<file path="config.mk">
export PLATFORM = sky130hd
export DESIGN_NAME = vector_fu_flat
export DESIGN_NICKNAME = d
export VERILOG_FILES = /design/src/rtl/vector_fu_if.sv /design/src/rtl/vector_fu.sv /design/src/flat_wrapper.sv
export SDC_FILE = /design/constraint.sdc
export NUM_CORES = 2
export LEC_CHECK = 0
export ABC_AREA = 0
export BUFFER_PORTS_ARGS = -buffer_cell sky130_fd_sc_hd__buf_2
export CORE_MARGIN = 2
export CORE_UTILIZATION = 40
export CTS_CLUSTER_DIAMETER = 200
export DETAILED_ROUTE_END_ITERATION = 16
export SYNTH_ARGS = -nofsm -noshare
export SYNTH_HDL_FRONTEND = slang
export SYNTH_SLANG_ARGS = --single-unit
export TNS_END_PERCENT = 1
</file>
<file path="constraint.sdc">
create_clock -name clk -period 15.1 [get_ports clk]
set_input_delay 2.265 -clock clk [delete_from_list [all_inputs] [get_ports clk]]
set_output_delay 2.265 -clock clk [all_outputs]
set_load 0.05 [all_outputs]
</file>
<file path="src/rtl/vector_fu_if.sv">
// Operand/result handshake bundle between the tile memory stage, vector_fu and the output stage.
interface vector_fu_if #(
    parameter int width      = 16,
    parameter int num_inputs = 4
);
    logic             on_off;
    logic             r_data_vld;
    logic [width-1:0] adder_inputs [2*num_inputs];
    logic [width-1:0] config_in;
    logic             in_ack;
    logic             busy;
    logic [width-1:0] out_data [num_inputs];
    logic             out_vld;
    logic             out_rdy;
    logic             op_err;

    modport master (
        output on_off, r_data_vld, adder_inputs, config_in, out_rdy,
        input  in_ack, busy, out_data, out_vld, op_err
    );

    modport slave (
        input  on_off, r_data_vld, adder_inputs, config_in, out_rdy,
        output in_ack, busy, out_data, out_vld, op_err
    );
endinterface

</file>
<file path="src/rtl/vector_fu.sv">
// Lane-wise vector functional unit: capture operands, execute one op, hold result under valid/ready.
// Optional build macro VECTOR_FU_SATURATE_EN enables signed saturation for ADD/SUB/RED via config_in[3].
module vector_fu #(
    parameter int width      = 16,
    parameter int num_inputs = 4
) (
    input  logic        clk,
    input  logic        reset,
    vector_fu_if.slave  bus
);
    typedef enum logic [1:0] {IDLE, EXEC, OUT} state_e;

    localparam logic [width-1:0] MAX_VAL = {1'b0, {(width-1){1'b1}}};
    localparam logic [width-1:0] MIN_VAL = {1'b1, {(width-1){1'b0}}};

    state_e           state_q, state_d;
    logic [width-1:0] a_q [num_inputs];
    logic [width-1:0] a_d [num_inputs];
    logic [width-1:0] b_q [num_inputs];
    logic [width-1:0] b_d [num_inputs];
    logic [width-1:0] out_data_q [num_inputs];
    logic [width-1:0] out_data_d [num_inputs];
    logic [width-1:0] result [num_inputs];
    logic [width-1:0] acc;
    logic [2:0]       op_q, op_d;
    logic             sat_q, sat_d;
    logic             out_vld_q, out_vld_d;
    logic             op_err_q, op_err_d;
    logic             op_illegal;
    logic             capture;
    logic             unused_cfg;

    // Upper config bits are reserved; only op (and optionally the saturate bit) are decoded.
    assign unused_cfg = ^bus.config_in;

    function automatic logic [width-1:0] sat_add(input logic [width-1:0] x,
                                                 input logic [width-1:0] y);
        logic [width:0] s;
        s = {x[width-1], x} + {y[width-1], y};
        if (s[width] != s[width-1]) return s[width] ? MIN_VAL : MAX_VAL;
        return s[width-1:0];
    endfunction

    function automatic logic [width-1:0] sat_sub(input logic [width-1:0] x,
                                                 input logic [width-1:0] y);
        logic [width:0] s;
        s = {x[width-1], x} - {y[width-1], y};
        if (s[width] != s[width-1]) return s[width] ? MIN_VAL : MAX_VAL;
        return s[width-1:0];
    endfunction

    // Datapath: evaluated from the captured operands while in EXEC.
    always_comb begin
        // NOTE: every always_comb output gets a default first so no path leaves it unassigned (no latch).
        result     = '{default: '0};
        acc        = '0;
        op_illegal = 1'b0;
        case (op_q)
            3'd0: for (int i = 0; i < num_inputs; i++)
                      result[i] = sat_q ? sat_add(a_q[i], b_q[i]) : a_q[i] + b_q[i];
            3'd1: for (int i = 0; i < num_inputs; i++)
                      result[i] = sat_q ? sat_sub(a_q[i], b_q[i]) : a_q[i] - b_q[i];
            3'd2: for (int i = 0; i < num_inputs; i++)
                      result[i] = a_q[i] * b_q[i];
            3'd3: for (int i = 0; i < num_inputs; i++)
                      result[i] = ($signed(a_q[i]) > $signed(b_q[i])) ? a_q[i] : b_q[i];
            3'd4: for (int i = 0; i < num_inputs; i++)
                      result[i] = ($signed(a_q[i]) < $signed(b_q[i])) ? a_q[i] : b_q[i];
            3'd5: begin
                for (int i = 0; i < num_inputs; i++) begin
                    if (sat_q) begin
                        acc = sat_add(acc, a_q[i]);
                        acc = sat_add(acc, b_q[i]);
                    end else begin
                        acc = acc + a_q[i] + b_q[i];
                    end
                end
                result[0] = acc;
            end
            default: op_illegal = 1'b1;
        endcase
    end

    always_comb begin
        state_d    = state_q;
        a_d        = a_q;
        b_d        = b_q;
        op_d       = op_q;
        sat_d      = sat_q;
        out_data_d = out_data_q;
        out_vld_d  = out_vld_q;
        op_err_d   = op_err_q;
        capture    = 1'b0;
        case (state_q)
            IDLE: begin
                if (bus.on_off && bus.r_data_vld) begin
                    capture = 1'b1;
                    for (int i = 0; i < num_inputs; i++) begin
                        a_d[i] = bus.adder_inputs[i];
                        b_d[i] = bus.adder_inputs[i+num_inputs];
                    end
                    op_d = bus.config_in[2:0];
`ifdef VECTOR_FU_SATURATE_EN
                    sat_d = bus.config_in[3];
`else
                    sat_d = 1'b0;
`endif
                    state_d = EXEC;
                end
            end
            EXEC: begin
                if (!bus.on_off) begin
                    state_d = IDLE;
                end else begin
                    out_data_d = result;
                    out_vld_d  = 1'b1;
                    op_err_d   = op_err_q | op_illegal;
                    state_d    = OUT;
                end
            end
            OUT: begin
                // A presented result is only released by the consumer, never by on_off.
                if (bus.out_rdy) begin
                    out_vld_d = 1'b0;
                    state_d   = IDLE;
                end
            end
            default: state_d = IDLE;
        endcase
    end

    always_ff @(posedge clk) begin
        // NOTE: state uses non-blocking assignments so every flop samples pre-edge values.
        if (!reset) begin
            state_q    <= IDLE;
            // NOTE: operand/result arrays are reset too; out_data must read 0 after reset.
            a_q        <= '{default: '0};
            b_q        <= '{default: '0};
            out_data_q <= '{default: '0};
            op_q       <= '0;
            sat_q      <= 1'b0;
            out_vld_q  <= 1'b0;
            op_err_q   <= 1'b0;
        end else begin
            state_q    <= state_d;
            a_q        <= a_d;
            b_q        <= b_d;
            out_data_q <= out_data_d;
            op_q       <= op_d;
            sat_q      <= sat_d;
            out_vld_q  <= out_vld_d;
            op_err_q   <= op_err_d;
        end
    end

    // in_ack is combinational for the capture cycle; masked so it reads 0 while reset is held.
    assign bus.in_ack   = capture & reset;
    assign bus.busy     = (state_q != IDLE);
    assign bus.out_data = out_data_q;
    assign bus.out_vld  = out_vld_q;
    assign bus.op_err   = op_err_q;
endmodule

</file>
<file path="src/flat_wrapper.sv">
// flat-port wrapper written by rule: the top's interface ports become plain ports
module vector_fu_flat 
#(
    parameter int width      = 16,
    parameter int num_inputs = 4
)
  (clk, reset, bus_on_off, bus_r_data_vld, bus_adder_inputs, bus_config_in, bus_out_rdy, bus_in_ack, bus_busy, bus_out_data, bus_out_vld, bus_op_err);
  vector_fu_if #(.width(width), .num_inputs(num_inputs)) bus_i ();
  input  logic clk;
  input  logic reset;
  input wire logic [$bits(bus_i.on_off)-1:0] bus_on_off;
  input wire logic [$bits(bus_i.r_data_vld)-1:0] bus_r_data_vld;
  input wire logic [$bits(bus_i.adder_inputs)-1:0] bus_adder_inputs;
  input wire logic [$bits(bus_i.config_in)-1:0] bus_config_in;
  input wire logic [$bits(bus_i.out_rdy)-1:0] bus_out_rdy;
  output wire logic [$bits(bus_i.in_ack)-1:0] bus_in_ack;
  output wire logic [$bits(bus_i.busy)-1:0] bus_busy;
  output wire logic [$bits(bus_i.out_data)-1:0] bus_out_data;
  output wire logic [$bits(bus_i.out_vld)-1:0] bus_out_vld;
  output wire logic [$bits(bus_i.op_err)-1:0] bus_op_err;
  assign bus_i.on_off = bus_on_off;
  assign bus_i.r_data_vld = bus_r_data_vld;
  assign bus_i.adder_inputs = {>>{bus_adder_inputs}};
  assign bus_i.config_in = bus_config_in;
  assign bus_i.out_rdy = bus_out_rdy;
  assign bus_in_ack = bus_i.in_ack;
  assign bus_busy = bus_i.busy;
  assign bus_out_data = {>>{bus_i.out_data}};
  assign bus_out_vld = bus_i.out_vld;
  assign bus_op_err = bus_i.op_err;
  vector_fu #(.width(width), .num_inputs(num_inputs)) u_core (.clk(clk), .reset(reset), .bus(bus_i));
endmodule
</file>
==> reports/qor.csv <==
stage;metric;value;unit
outcome;status;completed;
synthesis;async_flop_share;0;%
placed_design;dp_hpwl;90100;µm
final_layout;nFillCells;8785;
synthesis;yosysTopAreaCell;fa_1;
synthesis;yosysMostFrequentCell;inv_1;
routing;wire_per_inst;20.8;µm
run;maxCapViolations;0;
timing;final.min_clock_period;9160;ps
clock_network;postCtsResizedCells;0;
global_route;grt_first_pass_wirelength;180000;µm
synthesis;syn_area;34200;µm²
timing;fin_worst_skew;33.4;ps
synthesis;seq_area_frac_synth;11.6;%
die;die_w;297;µm
worst_setup_path;start_kind;flop;
global_route;antenna_found_initial;0;
synthesis;synth_top_family_by_area;adder cells;
synthesis;ys_ff_latch;199;
synthesis;yosys.area_share.adder;35.2;%
die;ios;217;
routing;drtIter0Drc;2446;
power;powerDensity;56.5;nW/µm²
clock_network;clockRootBuffer;clkbuf_16;
clock_network;numCtsBuffers;17;
final_layout;drive_gt1_share;7.52;%
worst_setup_path;crit_top_cell;inv_1;
synthesis;syn_avg_cell_area;7.74;µm²
synthesis;synth_area_leaders;fa_1 (22%), ha_1 (13%), dfxtp_1 (12%);
power;ir_drop;109;µV
worst_hold_path;hold_class;flop to flop;
synthesis;synth.distinct_cells;81;
routing;vias;30879;
timing;setup_tns;0;ps
synthesis;synth_warnings;0;
clock_network;postCtsHoldBufs;0;
global_route;gr-total-overflow;0;
routing;ant_nets;0;
placed_design;port_buffers;203;
final_layout;layout.nets;5357;
clock_network;clk_latency;550;ps
final_layout;area.sequential;3980;µm²
worst_setup_path;cpPeakStageDelay;780;ps
timing;rsz0062_at_grt;false;
routing;remaining_drc_errors;0;
worst_setup_path;endpoint_kind;flop;
timing;maxSlewHeadroom;21.2;%
final_layout;multi_input_comb_area;26600;µm²
synthesis;synth_enable_flop_cells;0;
worst_setup_path;cp_slowest_cell;dfxtp_1;
die;floorplan.initialDensity;40.3;%
timing;setup_viol;0;
power;power.total;0.00209;W
final_layout;syn2layout_area_growth;7.91;%
synthesis;synth-simple-area-share;15.7;%
routing;firstDrtPassIters;5;
die;core_area;85000;µm²
worst_setup_path;path_max_fanout;16;
synthesis;synth_top_cells_by_count;inv_1 (747), nand2_1 (683), fa_1 (376);
die;die_h;297;µm
synthesis;muxShareOfSynthArea;2.00;%
global_route;grt_pass1_vias;30497;
worst_setup_path;critPathRequiredTime;15560;ps
worst_setup_path;crit_type;flop to flop;
timing;clock.fmax;109;MHz
synthesis;synth_flop_cell;dfxtp_1;
clock_network;htree_levels;4;
timing;fin_crit_sh;60.7;%
power;leakagePower;17.4;nW
timing;worstMarginPinSlew;1170;ps
synthesis;synthXorXnorAreaFrac;6.00;%
routing;via_per_inst;5.49;
global_route;grt_max_degree;74;
routing;wl;117000;µm
die;dieArea;88000;µm²
synthesis;synth_compound_area_share;18.4;%
clock_network;cts.path.max_buffers;2;
clock_network;post_cts_buffers;0;
clock_network;cts_tree;done;
clock_network;cts_num_sinks;199;
synthesis;syn_nets;5309;
synthesis;netlist_instances;4422;
die;rows;107;
timing;finalHoldViolCount;0;
clock_network;path_clk_slew;100;ps
global_route;grt_usage;27.0;%
synthesis;synth_top_area_share;22.0;%
placed_design;gp_congestion;0.972;
timing;drv_slew;0;
worst_setup_path;crit_arrival;9620;ps
## worst paths after layout
path	from	to	slack, ps	depth (start not counted)
setup / recovery	u_core.b_q[50]	u_core.bus.out_data[63]	5940	34
hold / removal	u_core.bus.out_data[9]	u_core.bus.out_data[9]	450	2
setup reg to reg	u_core.b_q[50]	u_core.bus.out_data[63]	5940	34
hold reg to reg	u_core.bus.out_data[9]	u_core.bus.out_data[9]	450	2
## sequential cells by signal (all words and copies together) (netlist names)
signal	count
u_core.state_q	2
u_core.op_q	3
u_core.bus.out_vld	1
u_core.bus.out_data	64
u_core.b_q	64
u_core.bus.op_err	1
u_core.a_q	64
## cells in the final DEF, fill, tap and decap left out, types with 47 or more instances in the layout
master / instances
inv_1: 747
nand2_1: 682
fa_1: 376
ha_1: 362
nor2_1: 327
a21oi_1: 221
buf_2: 202
dfxtp_1: 199
xnor2_1: 171
a21boi_0: 135
o21ai_0: 107
mux2i_1: 64
buf_4: 63
xor2_1: 61
and2_1: 60
o221ai_1: 57
a21o_1: 48
nor3_1: 47
## critical path, delay by kind of cell (launching register included)
family	cells	cell delay [ps]
compound gates	11	2790
fa+ha+maj	7	2660
xor+xnor	5	1270
simple gates	6	1130
flops	1	780
buf+inv	5	430
## metal layers
| layer | wire, µm | global-route usage (%) |
|---|---|---|
| met5 | 0 | 0 |
| met3 | 8270 | 3.77 |
| met2 | 53400 | 44.3 |
| met4 | 3780 | 8.84 |
| met1 | 51700 | 36.6 |
## power by group
part | internal (W) | switching (W) | total (W)
sequential | 0.000543 | 0.0000537 | 0.000597
combinational | 0.000348 | 0.000623 | 0.000971
clock | 0.000230 | 0.000290 | 0.000520
## stage by stage
step | instances | setup WS, ps | util [%] | area, µm² | hold slack [ps]
after CTS | 5627 | 6060 | 43.5 | 36900 | 453
final | 5628 | 5940 | 43.5 | 37000 | 448
after detailed placement | 5595 | 6110 | 42.7 | 36300 | 437
after floorplan | 4422 | 7770 | - | 34200 | 470
after global routing | 5627 | 5410 | 43.5 | 36900 | 464
after global placement | 5595 | 6200 | 42.7 | 36300 | 435
## layout make-up
type / count / share of cell area, %
inverters: 761 / 7.73
multi-input cells: 3226 / 71.9
clock buffers: 17 / 1.15
well taps: 1144 / 3.87
flip-flops and latches: 199 / 10.8
repair buffers: 265 / 4.02
diodes: 1 / 0.00677
clock inverters: 15 / 0.562
## cell families (layout without fill, tap and decap cells)
group                    after synthesis  in the layout
AO/OA/AOI/OAI                        912            912
XOR/XNOR                             233            233
adder cells (fa/ha/maj)              738            738
buffers and inverters                997           1058
flip-flops                           199            199
multiplexers                          68             68
other                                  0              1
AND/OR/NAND/NOR                     1275           1275
No activity file was read; power rests on OpenSTA's default activity.
